**src/rtl/gather_credit_returner.sv**
```systemverilog
// Receive end of the gather flow-control credit loop: buffers incoming flits,
// returns one credit per flit popped, and tracks packet framing and length.
module gather_credit_returner #(
  parameter int x_pos = 0,
  parameter int y_pos = 0,
  parameter int FCpl  = 16,
  parameter int DEPTH = 32,
  parameter int DW    = 32
) (
  input  logic                     clk,
  input  logic                     rstn,
  input  logic                     in_valid,
  input  logic [DW-1:0]            in_flit,
  input  logic [1:0]               in_type,
  output logic                     out_valid,
  input  logic                     out_ready,
  output logic [DW-1:0]            out_flit,
  output logic [1:0]               out_type,
  output logic                     credit_out,
  output logic [$clog2(DEPTH):0]   occupancy,
  output logic                     pkt_done,
  output logic                     len_err,
  output logic                     frame_err,
  output logic                     ovf_err
);

  localparam int         AW       = $clog2(DEPTH);
  localparam logic [1:0] HEAD     = 2'd0;
  localparam logic [1:0] BODY     = 2'd1;
  localparam logic [1:0] TAIL     = 2'd2;
  localparam logic [AW:0] FULL    = (AW+1)'(DEPTH);
  localparam logic [16:0] PKT_LEN = 17'(FCpl);

  typedef enum logic {IDLE, PKT} state_t;

  if (FCpl < 2 || DEPTH < 2 || (DEPTH & (DEPTH - 1)) != 0 || x_pos < 0 || y_pos < 0) begin : g_param_check
    $error("gather_credit_returner: illegal parameter set");
  end

  logic [DW+1:0] mem [DEPTH];
  logic [AW-1:0] wr_ptr;
  logic [AW-1:0] rd_ptr;
  logic [AW:0]   occ;
  logic          push;
  logic          pop;
  logic          ovf;

  state_t        state;
  state_t        state_next;
  logic [15:0]   cnt;
  logic [15:0]   cnt_next;
  logic [15:0]   cnt_sat;
  logic          frame_next;
  logic          len_next;
  logic          done_next;

  assign out_valid = (occ != '0);
  assign pop       = out_valid & out_ready;
  // A pop frees the slot in the same cycle, so a full FIFO can still accept.
  assign push      = in_valid & ((occ != FULL) | pop);
  assign ovf       = in_valid & ~push;
  assign {out_type, out_flit} = mem[rd_ptr];
  assign occupancy = occ;

  always_ff @(posedge clk) begin
    if (push) mem[wr_ptr] <= {in_type, in_flit};
  end

  always_ff @(posedge clk or negedge rstn) begin
    if (!rstn) begin
      wr_ptr     <= '0;
      rd_ptr     <= '0;
      occ        <= '0;
      credit_out <= 1'b0;
      ovf_err    <= 1'b0;
    end else begin
      if (push) wr_ptr <= wr_ptr + 1'b1;
      if (pop)  rd_ptr <= rd_ptr + 1'b1;
      case ({push, pop})
        2'b10:   occ <= occ + 1'b1;
        2'b01:   occ <= occ - 1'b1;
        default: occ <= occ;
      endcase
      credit_out <= pop;
      ovf_err    <= ovf_err | ovf;
    end
  end

  assign cnt_sat = (cnt == 16'hFFFF) ? cnt : cnt + 16'd1;

  // Framing follows every arriving flit, including ones dropped on overflow.
  always_comb begin
    state_next = state;
    cnt_next   = cnt;
    frame_next = frame_err;
    len_next   = len_err;
    done_next  = 1'b0;
    if (in_valid) begin
      case (state)
        IDLE: begin
          if (in_type == HEAD) begin
            state_next = PKT;
            cnt_next   = 16'd1;
          end else begin
            frame_next = 1'b1;
          end
        end
        default: begin
          case (in_type)
            HEAD: begin
              frame_next = 1'b1;
              cnt_next   = 16'd1;
            end
            BODY: cnt_next = cnt_sat;
            TAIL: begin
              done_next  = 1'b1;
              state_next = IDLE;
              cnt_next   = 16'd0;
              if (({1'b0, cnt} + 17'd1) != PKT_LEN) len_next = 1'b1;
            end
            default: frame_next = 1'b1;
          endcase
        end
      endcase
    end
  end

  always_ff @(posedge clk or negedge rstn) begin
    if (!rstn) begin
      state     <= IDLE;
      cnt       <= '0;
      frame_err <= 1'b0;
      len_err   <= 1'b0;
      pkt_done  <= 1'b0;
    end else begin
      state     <= state_next;
      cnt       <= cnt_next;
      frame_err <= frame_next;
      len_err   <= len_next;
      pkt_done  <= done_next;
    end
  end

endmodule

```
**config.mk**
```make
export PLATFORM = sky130hd
export DESIGN_NAME = gather_credit_returner
export DESIGN_NICKNAME = d
export VERILOG_FILES = /design/src/rtl/gather_credit_returner.sv
export SDC_FILE = /design/constraint.sdc
export NUM_CORES = 1
export LEC_CHECK = 0
export CELL_PAD_IN_SITES_DETAIL_PLACEMENT = 1
export CELL_PAD_IN_SITES_GLOBAL_PLACEMENT = 1
export CORE_ASPECT_RATIO = 1.25
export CORE_MARGIN = 2
export CORE_UTILIZATION = 40
export DETAILED_ROUTE_END_ITERATION = 7
export PLACE_DENSITY = 0.57
export SYNTH_ARGS = -nofsm -noshare
export SYNTH_HDL_FRONTEND = slang
export SYNTH_SLANG_ARGS = --single-unit
```
**constraint.sdc**
```tcl
create_clock -name clk -period 7.65 [get_ports clk]
set_input_delay 1.1475 -clock clk [delete_from_list [all_inputs] [get_ports clk]]
set_output_delay 1.1475 -clock clk [all_outputs]
set_load 0.02 [all_outputs]
```
==> flow_summary.ini <==
[clock_network]
htreeDepth = 3
cts_hold_buf = 0
cts-root-buf = clkbuf_16
cts_buffers = 111
worstSkewPairLatency_ns = 0.71
cts_resized = 0
clockBufferDepth = 3
postCtsSetupBuffers = 0
clk_pin_slew_ns = 0.06
cts.sinks = 1126
cts_tree = done

[grt]
grt_overflow_total = 0
grt_pass1_vias = 21600
grt_max_degree = 81
grt_usage_pct = 18.8
grt_pass1_wl_mm = 152
antenna_found_initial = 6

[setup_path]
cp-startpoint = rd_ptr[0]$_DFFE_PN0N_
end_kind = primary output
crit_path_max_fanout = 35
r2r-start = occupancy[0]$_DFFE_PN0P_
critPathLaunchType = register
arrival_ns = 4.39
crit_type = reg -> out
cp.required_ns = 6.50

[synth]
yosys_warnings = 0
synth_seq_cells = 1126
syn-instance-count = 1832
synth_nets = 1886
avgSynthCellArea_sq_um = 23.8
syn_area_sq_mm = 0.0436
synth-seq-area-share_pct = 77.1
synth_edf_count = 1088
yosysUniqueCellTypes = 49
ys.flop_type = edfxtp_1
synthArstFlopShare_pct = 3.37

[placed_design]
io_buffers = 83
place_hpwl_mm = 58.3
place_inst = 3325
routabilityCongestion = 0.768
post-place-ws_ns = 2.54

[floorplan]
die_width_um = 299
rows = 135
pin_count = 84
initial_core_util_pct = 40.3
die_h_um = 373
core-area_sq_mm = 0.108
die-area_sq_mm = 0.112

[routing]
wl_met2_mm = 52.7
routedWlPerCell_um = 29.4
drt_wl_total_mm = 104
drt-initial-drc-count = 1580
dr_wl_met3_mm = 5.23
drt-met1-wl_mm = 43.7
ant_nets = 0
viasPerCell = 5.58
drc = 0
top_layer_used = met4
dr.pass1.iters = 5
vias = 19700

[sta]
final_max_slew_viol_count = 0
tightest_slew_ns = 1.27
worst_slack_ns = 2.11
max_freq_mhz = 181
timing.final.hold_violations = 0
slew_headroom_pct = 15.3
finalCritPeriodShare_pct = 72.4
finalSetupViolations = 0
finalClockSkew_ns = 0.0170
fin_setup_tns_ns = 0
rsz0062_at_grt = false
finalCriticalPeriod_ns = 5.54

[status]
status = completed

[pwr]
power.share.switching_pct = 29.7
p_seq_share_pct = 41.3
p_clk_share_pct = 29.1
power.density_mw_per_mm2 = 365
power.switching_mw = 5.43
p_total_mw = 18.3
leakage_nw = 15.5
internal_power_mw = 12.8
irDropWorstVdd_mv = 0.190
p_comb_share_pct = 29.6

[final_layout]
drive_gt1_share_pct = 31.1
n_fill_cell = 9526
synthToLayoutAreaGrowth_pct = 15.0
fin_nets = 2054
fin_cells = 3526

[job]
drv_cap = 0

[min_path]
min_path_type = reg -> reg
min_from = frame_err$_DFFE_PN0P_
placed cells by master, fill, tap and decap left out, types with 4 or more instances in the layout:
master	netlist	layout
clkbuf_1	47	21
a21o_1	6	6
nor2_4	0	32
buf_4	6	58
edfxtp_1	1088	1088
nor2_1	43	11
mux2i_1	9	9
clkinv_1	0	20
xnor2_1	10	10
nor3_1	4	4
clkinv_2	0	24
dfrtp_4	0	4
nand4_1	9	9
inv_1	15	15
a21oi_1	18	18
mux2_2	41	41
dfrtp_1	38	33
ha_1	15	15
o21ai_0	18	18
bufinv_16	0	8
clkbuf_8	0	5
clkbuf_16	0	112
nand3_1	17	17
clkdlybuf4s50_1	0	82
nand2_1	21	21
buf_12	0	6
mux4_2	340	340
metrics by stage:
step	utilization, %	cell area, sq um	hold WS [ns]
floorplan	-	43600	0.478
global placement	43.1	46600	0.446
detailed placement	43.1	46600	0.448
CTS	46.3	50100	0.466
global route	46.3	50100	0.484
finish	46.3	50100	0.462
critical path, stage by stage (launching register included):
cell and delay, ns:
dfrtp_4 0.96, buf_4 0.65, mux4_2 0.58, mux4_2 0.57, mux2_2 0.32, clkdlybuf4s50_1 0.54
cells in the mapped netlist (all sizes together), types with 17 or more instances:
master | count | area share, %
nand2 | 21 | 0.18
mux4 | 340 | 18
buf | 45 | 0.56
nand3 | 17 | 0.20
clkbuf | 47 | 0.40
mux2 | 41 | 1.1
nor2 | 43 | 0.37
edfxtp | 1088 | 75
dfrtp | 38 | 2.2
o21ai | 19 | 0.22
a21oi | 18 | 0.21
kinds of logic after synthesis:
group | share of synthesized area, %
DFF | 77.1
muxes | 18.8
and+or+nand+nor | 1.31
buffers and inverters | 1.09
AOI/OAI and AO/OA | 0.927
adders and majority gates | 0.476
xor gates and xnor gates | 0.241
registers in the layout (all words and copies together) (netlist names), 5 cells and up:
register	flops
mem	1088
cnt	16
wr_ptr	5
occupancy	6
rd_ptr	5
worst paths after layout:
path / depth (start not counted) / slack (ns) / endpoint
worst max-delay path: 5 / 2.11 / out_flit[26]
worst min-delay path: 1 / 0.46 / frame_err$_DFFE_PN0P_
worst max register to register: 5 / 3.93 / mem[27][33]$_DFFE_PP_
worst min register to register: 1 / 0.46 / frame_err$_DFFE_PN0P_
max in group asynchronous: 1 / 6.38 / rd_ptr[0]$_DFFE_PN0N_
min in group asynchronous: 1 / 0.57 / cnt[13]$_DFFE_PN0P_
cell type report:
class | count | area, sq um | share of cell area (%)
Clock buffer | 138 | 2950 | 5.89
Tap cell | 1438 | 1800 | 3.59
Timing Repair Buffer | 147 | 1380 | 2.76
Multi-Input combinational cell | 599 | 9740 | 19.4
Sequential cell | 1126 | 33600 | 67.1
Antenna cell | 2 | 5.00 | 0.00999
Inverter | 15 | 56.3 | 0.112
Clock inverter | 61 | 546 | 1.09
power by group through the flow:
stage                     Sequential (mW)  Combinational, mW  Clock [mW]
final                                7.55               5.41        5.31
after global routing                 7.60               5.75        5.64
after CTS                            7.56               5.57        5.42
after detailed placement             7.69               5.54           0
after global placement               7.67               5.49           0
after floorplan                      7.41               3.68           0
per-layer routing:
metal  vias to the layer above  track usage (%)
li1                       8209                -
met5                         -                0
met4                         0             5.08
met3                       117             2.80
met1                     10800             26.1
met2                       501             31.3
Power figures use the tool's default switching activity.
